File: config.mk
export PLATFORM = sky130hd
export DESIGN_NAME = debug_halt_seq
export DESIGN_NICKNAME = d
export VERILOG_FILES = /design/src/rtl/halt_pkg.sv /design/src/rtl/debug_halt_seq.sv
export SDC_FILE = /design/constraint.sdc
export NUM_CORES = 1
export LEC_CHECK = 0
export BUFFER_PORTS_ARGS = -buffer_cell sky130_fd_sc_hd__buf_2
export CAP_MARGIN = 0
export CORE_ASPECT_RATIO = 1.75
export CORE_MARGIN = 3
export CORE_UTILIZATION = 43
export DETAILED_ROUTE_END_ITERATION = 6
export PLACE_DENSITY = 0.75
export SLEW_MARGIN = 20
export SYNTH_ARGS = -nofsm -noshare
export SYNTH_HDL_FRONTEND = slang
export SYNTH_SLANG_ARGS = --single-unit
File: constraint.sdc
create_clock -name clk -period 1.65 [get_ports clk]
set_input_delay 0.33 -clock clk [delete_from_list [all_inputs] [get_ports clk]]
set_output_delay 0.33 -clock clk [all_outputs]
set_load 0.005 [all_outputs]
File: src/rtl/halt_pkg.sv
// Shared types for the debug halt sequencer: FSM states, halt causes and
// the retire-stage trap priority decode.
package halt_pkg;

    typedef enum logic [2:0] {
        RUN        = 3'd0,
        DRAIN      = 3'd1,
        HALTED     = 3'd2,
        STEP_ISSUE = 3'd3,
        STEP_WAIT  = 3'd4
    } halt_state_e;

    typedef enum logic [2:0] {
        CAUSE_NONE    = 3'd0,
        CAUSE_SYSTEM  = 3'd1,
        CAUSE_MISPC   = 3'd2,
        CAUSE_MISADDR = 3'd3,
        CAUSE_DEBUG   = 3'd4,
        CAUSE_STEP    = 3'd5,
        CAUSE_TIMEOUT = 3'd6
    } halt_cause_e;

    // Misaligned fetch outranks misaligned access, which outranks ecall/ebreak.
    function automatic halt_cause_e trap_cause(input logic mis_pc,
                                               input logic mis_addr,
                                               input logic sys);
        if (mis_pc)        return CAUSE_MISPC;
        else if (mis_addr) return CAUSE_MISADDR;
        else if (sys)      return CAUSE_SYSTEM;
        else               return CAUSE_NONE;
    endfunction

endpackage

File: src/rtl/debug_halt_seq.sv
// Halt / resume / single-step sequencer for the pipeline core. Traps halt
// with a flush; debugger halts drain first and fall back to a forced flush.
module debug_halt_seq
    import halt_pkg::*;
#(
    parameter int unsigned XLEN         = 32,
    parameter int unsigned DRAIN_MAX    = 15,
    parameter bit          RESET_HALTED = 1'b0
) (
    input  logic            clk,
    input  logic            reset,
    input  logic            system,
    input  logic            misaligned_pc,
    input  logic            misaligned_addr,
    input  logic            halt_req,
    input  logic            resume_req,
    input  logic            step_req,
    input  logic            retire_valid,
    input  logic [XLEN-1:0] retire_pc,
    input  logic            pipe_empty,
    output logic            fetch_en,
    output logic            flush,
    output logic            halted,
    output logic [2:0]      halt_cause,
    output logic [XLEN-1:0] halt_pc,
    output logic            resume_ack
);

    localparam int unsigned CW = $clog2(DRAIN_MAX + 1);

    halt_state_e     r_state;
    halt_cause_e     r_cause;
    logic [XLEN-1:0] r_halt_pc;
    logic [CW-1:0]   r_cnt;
    logic            r_flush;
    logic            r_resume_ack;

    halt_cause_e     w_trap_cause;
    logic            w_trap;
    logic            w_timeout;

    assign w_trap_cause = trap_cause(misaligned_pc, misaligned_addr, system);
    assign w_trap       = (w_trap_cause != CAUSE_NONE);
    assign w_timeout    = (r_cnt == CW'(DRAIN_MAX - 1));

    always_ff @(posedge clk) begin
        if (reset) begin
            r_state      <= RESET_HALTED ? HALTED : RUN;
            r_cause      <= CAUSE_NONE;
            r_halt_pc    <= '0;
            r_cnt        <= '0;
            r_flush      <= 1'b0;
            r_resume_ack <= 1'b0;
        end else begin
            r_flush      <= 1'b0;
            r_resume_ack <= 1'b0;
            // Traps pre-empt everything except an already-halted core.
            if (r_state != HALTED && w_trap) begin
                r_state   <= HALTED;
                r_cause   <= w_trap_cause;
                r_halt_pc <= retire_pc;
                r_flush   <= 1'b1;
            end else begin
                case (r_state)
                    RUN: begin
                        if (halt_req) begin
                            r_state <= DRAIN;
                            r_cnt   <= '0;
                        end
                    end
                    DRAIN: begin
                        if (retire_valid) r_halt_pc <= retire_pc;
                        if (pipe_empty) begin
                            r_state <= HALTED;
                            r_cause <= CAUSE_DEBUG;
                        end else if (w_timeout) begin
                            r_state <= HALTED;
                            r_cause <= CAUSE_TIMEOUT;
                            r_flush <= 1'b1;
                        end else if (r_cnt != CW'(DRAIN_MAX)) begin
                            r_cnt <= r_cnt + CW'(1);
                        end
                    end
                    HALTED: begin
                        if (resume_req) begin
                            r_state      <= RUN;
                            r_cause      <= CAUSE_NONE;
                            r_resume_ack <= 1'b1;
                        end else if (step_req) begin
                            r_state <= STEP_ISSUE;
                        end
                    end
                    STEP_ISSUE: begin
                        r_state <= STEP_WAIT;
                        r_cnt   <= '0;
                    end
                    STEP_WAIT: begin
                        if (retire_valid) begin
                            r_state   <= HALTED;
                            r_cause   <= CAUSE_STEP;
                            r_halt_pc <= retire_pc;
                        end else if (w_timeout) begin
                            r_state <= HALTED;
                            r_cause <= CAUSE_TIMEOUT;
                            r_flush <= 1'b1;
                        end else if (r_cnt != CW'(DRAIN_MAX)) begin
                            r_cnt <= r_cnt + CW'(1);
                        end
                    end
                    default: r_state <= RUN;
                endcase
            end
        end
    end

    assign fetch_en   = (r_state == RUN) || (r_state == STEP_ISSUE);
    assign halted     = (r_state == HALTED);
    assign flush      = r_flush;
    assign halt_cause = r_cause;
    assign halt_pc    = r_halt_pc;
    assign resume_ack = r_resume_ack;

endmodule

==> flow_metrics.env <==
export IMPL_drive_gt1_share_pct=35.9
export IMPL_crit_family="simple AND/OR/NAND/NOR gates"
export IMPL_min_period_over_period_pct=97.3
export IMPL_post_route_drc_count=0
export IMPL_slowest_stage="or3b_4"
export IMPL_synth_edf_count=0
export IMPL_detail_route_first_pass_iterations=4
export IMPL_hold_viol=0
export IMPL_nets=389
export IMPL_worst_path_buf_inv=2
export IMPL_ir_drop_uv=597
export IMPL_grt_usage_pct=19.8
export IMPL_synth_top_cell_by_area="dfxtp_1"
export IMPL_syn_inst=258
export IMPL_grt_max_degree=33
export IMPL_htree_levels=2
export IMPL_p_int_w=0.00176
export IMPL_ys_ff_latch=44
export IMPL_cts_buffer_depth=2
export IMPL_drtIter0Drc=54
export IMPL_synth_warnings=0
export IMPL_ant_nets=0
export IMPL_rr_endpoint="halt_pc[1]"
export IMPL_synthFlopType="dfxtp_1"
export IMPL_rrSetupSlack_ns=0.05
export IMPL_cts_buffers=5
export IMPL_worstSetupStartpointType="register"
export IMPL_syn_avg_cell_area_um2=7.92
export IMPL_ys_seq_area_share_pct=43.1
export IMPL_required_ns=1.32
export IMPL_fp_row_count=32
export IMPL_die_width_um=58.1
export IMPL_worst_slack_ns=0.0444
export IMPL_grt_overflow=0
export IMPL_ff2ff_path_depth=7
export IMPL_layout_common_cells="80 x buf_2, 70 x nand2_1, 41 x dfxtp_1"
export IMPL_antenna_found_initial=0
export IMPL_layout_commonest_cell="buf_2"
export IMPL_run_status="finished clean"
export IMPL_synthTopCellsByArea="dfxtp_1 43%, nand2_1 13%, a21oi_1 9.8%"
export IMPL_p_seq_share_pct=48.0
export IMPL_die_area_um2=5650
export IMPL_routedWlPerCell_um=13.9
export IMPL_crit_path_start="r_state[1]"
export IMPL_p_leak_nw=1.26
export IMPL_final_core_util_pct=60.9
export IMPL_pre_cts_ws_ns=-0.0121
export IMPL_diodes=0
export IMPL_endpoint="halted"
export IMPL_start_util_pct=45.6
export IMPL_yosys_cell_types_count=50
export IMPL_clkPwrFrac_pct=25.3
export IMPL_path_class="register to output pin"
export IMPL_critPathMaxFanout=4
export IMPL_cts_sinks=44
export IMPL_period_minus_slack_ns=1.61
export IMPL_rsz0062_at_grt="true"
export IMPL_endpoint_kind="output pin"
export IMPL_dp_hpwl_mm=4.15
export IMPL_cts_clk_slew_worst_paths_ns=0.08
export IMPL_syn2layout_area_growth_pct=33.6
export IMPL_grt_pass1_vias=2069
export IMPL_min_path_type="input pin to register"
export IMPL_cts_tree="yes"
export IMPL_timing_worst_slew_pin_value_ns=0.429
export IMPL_syn_num_nets=302
export IMPL_rr_startpoint="r_state[0]"
export IMPL_synth_area_um2=2040
export IMPL_clock_latency_ns=0.29
export IMPL_root_buffer="clkbuf_8"
export IMPL_grt_pass1_wl_mm=8.99
export IMPL_core_um2=4480
export IMPL_cp_data_arrival_time_ns=1.28
export IMPL_combPwrFrac_pct=26.7
export IMPL_design_area_um2=2730
export IMPL_cp_depth=3
export IMPL_timing_fmax_mhz=623
export IMPL_final_setup_tns_ns=0
export IMPL_drt_vias_per_instance=5.39
export IMPL_slew_violations=0
export IMPL_totalWireLength_mm=5.50
export IMPL_maxCapViolCount=0
export IMPL_fillCellCount=433
export IMPL_fin_skew_ns=0.00858
export IMPL_die_h_um=97.2
export IMPL_crit_chain="or3b_4, inv_4, buf_2"
export IMPL_crit_path_max_incr_delay_ns=0.44
export IMPL_synthArstFlopShare_pct=0
export IMPL_synth_top_cell_area_share_pct=43.1
export IMPL_place_congestion=0.877
export IMPL_timing_slew_headroom_pct=71.0
export IMPL_finalSetupViolCount=0
export IMPL_num_vias=2136
export IMPL_pin_count=81
export IMPL_numPortBuffers=80
export IMPL_p_sw_w=0.000750
export IMPL_power_density_nw_per_um2=919
export IMPL_place_area_um2=2590
export IMPL_swShare_pct=29.9
stage by stage:
step	instances	hold WS (ns)	total power, W
3_3_place_gp	388	0.434	0.00185
2_1_floorplan	258	0.448	0.00160
5_1_grt	396	0.278	0.00266
6_report	396	0.273	0.00251
4_1_cts	395	0.263	0.00252
3_5_place_dp	388	0.440	0.00187
routing by layer:
| metal | global-route usage [%] | wire length [um] |
|---|---|---|
| met1 | 19.1 | 1940 |
| met2 | 38.2 | 3140 |
| met3 | 3.32 | 272 |
| met4 | 8.75 | 144 |
| met5 | 0 | 0 |
what timing repair did:
item                                    CTS  global route
buffers inserted                          1             1
hold buffers                              0             0
pin swaps                                 1             0
endpoints found under the setup margin   14            34
resized for setup                         6            10
logic make-up (layout without fill, tap and decap cells):
kind of cell,count (synthesis),after routing,synth area share [%]
AO/OA/AOI/OAI,70,70,22.0
multiplexers,1,1,0.490
XOR/XNOR,3,3,1.29
flip-flops,44,44,43.1
buffers and inverters,23,110,6.12
adder cells (fa/ha/maj),3,3,1.71
AND/OR/NAND/NOR,114,114,25.3
sequential cells by signal, summed over array words and instances, names as in the netlist:
name	flops
r_cnt	4
resume_ack	1
r_state	3
flush	1
halt_cause	3
halt_pc	32
layout make-up:
class	count	area, um^2	share of cell area (%)
multi-input combinational	191	1080	39.7
sequential	44	887	32.5
timing repair buffer	100	601	22.0
clock buffer	5	68.8	2.52
tap	51	63.8	2.34
inverter	3	13.8	0.504
clock inverter	2	12.5	0.458
Yosys cell counts, types with 3 or more instances:
master    count
a211oi_1      3
a21oi_1      40
and3_1        6
buf_2         7
buf_6         4
clkbuf_1      7
dfxtp_1      44
inv_1         3
nand2_1      70
nand2b_1      4
nand4_1       3
nor2_1       13
nor3_1        3
o21ai_0       4
tightest hold or removal path, cell delays in order:
cell and delay (ns):
buf_2 0.09, nand2_1 0.04, a21oi_1 0.05
power by group through the flow:
stage / combinational, W / clock, W / sequential [W]
2_1_floorplan: 0.000363 / 0 / 0.00123
3_3_place_gp: 0.000628 / 0 / 0.00123
3_5_place_dp: 0.000643 / 0 / 0.00123
4_1_cts: 0.000652 / 0.000665 / 0.00121
5_1_grt: 0.000743 / 0.000693 / 0.00122
6_report: 0.000670 / 0.000636 / 0.00121
how the worst min path moves through the flow:
stage | startpoint | to | depth (start not counted)
finish | retire_pc[11] | halt_pc[11] | 3
global route | retire_pc[6] | halt_pc[6] | 3
CTS | retire_pc[31] | halt_pc[31] | 3
detailed placement | halt_pc[7] | halt_pc[7] | 2
global placement | halt_pc[21] | halt_pc[21] | 2
floorplan | halt_pc[0] | halt_pc[0] | 2
Note: power is estimated with default switching activity, not from simulation.
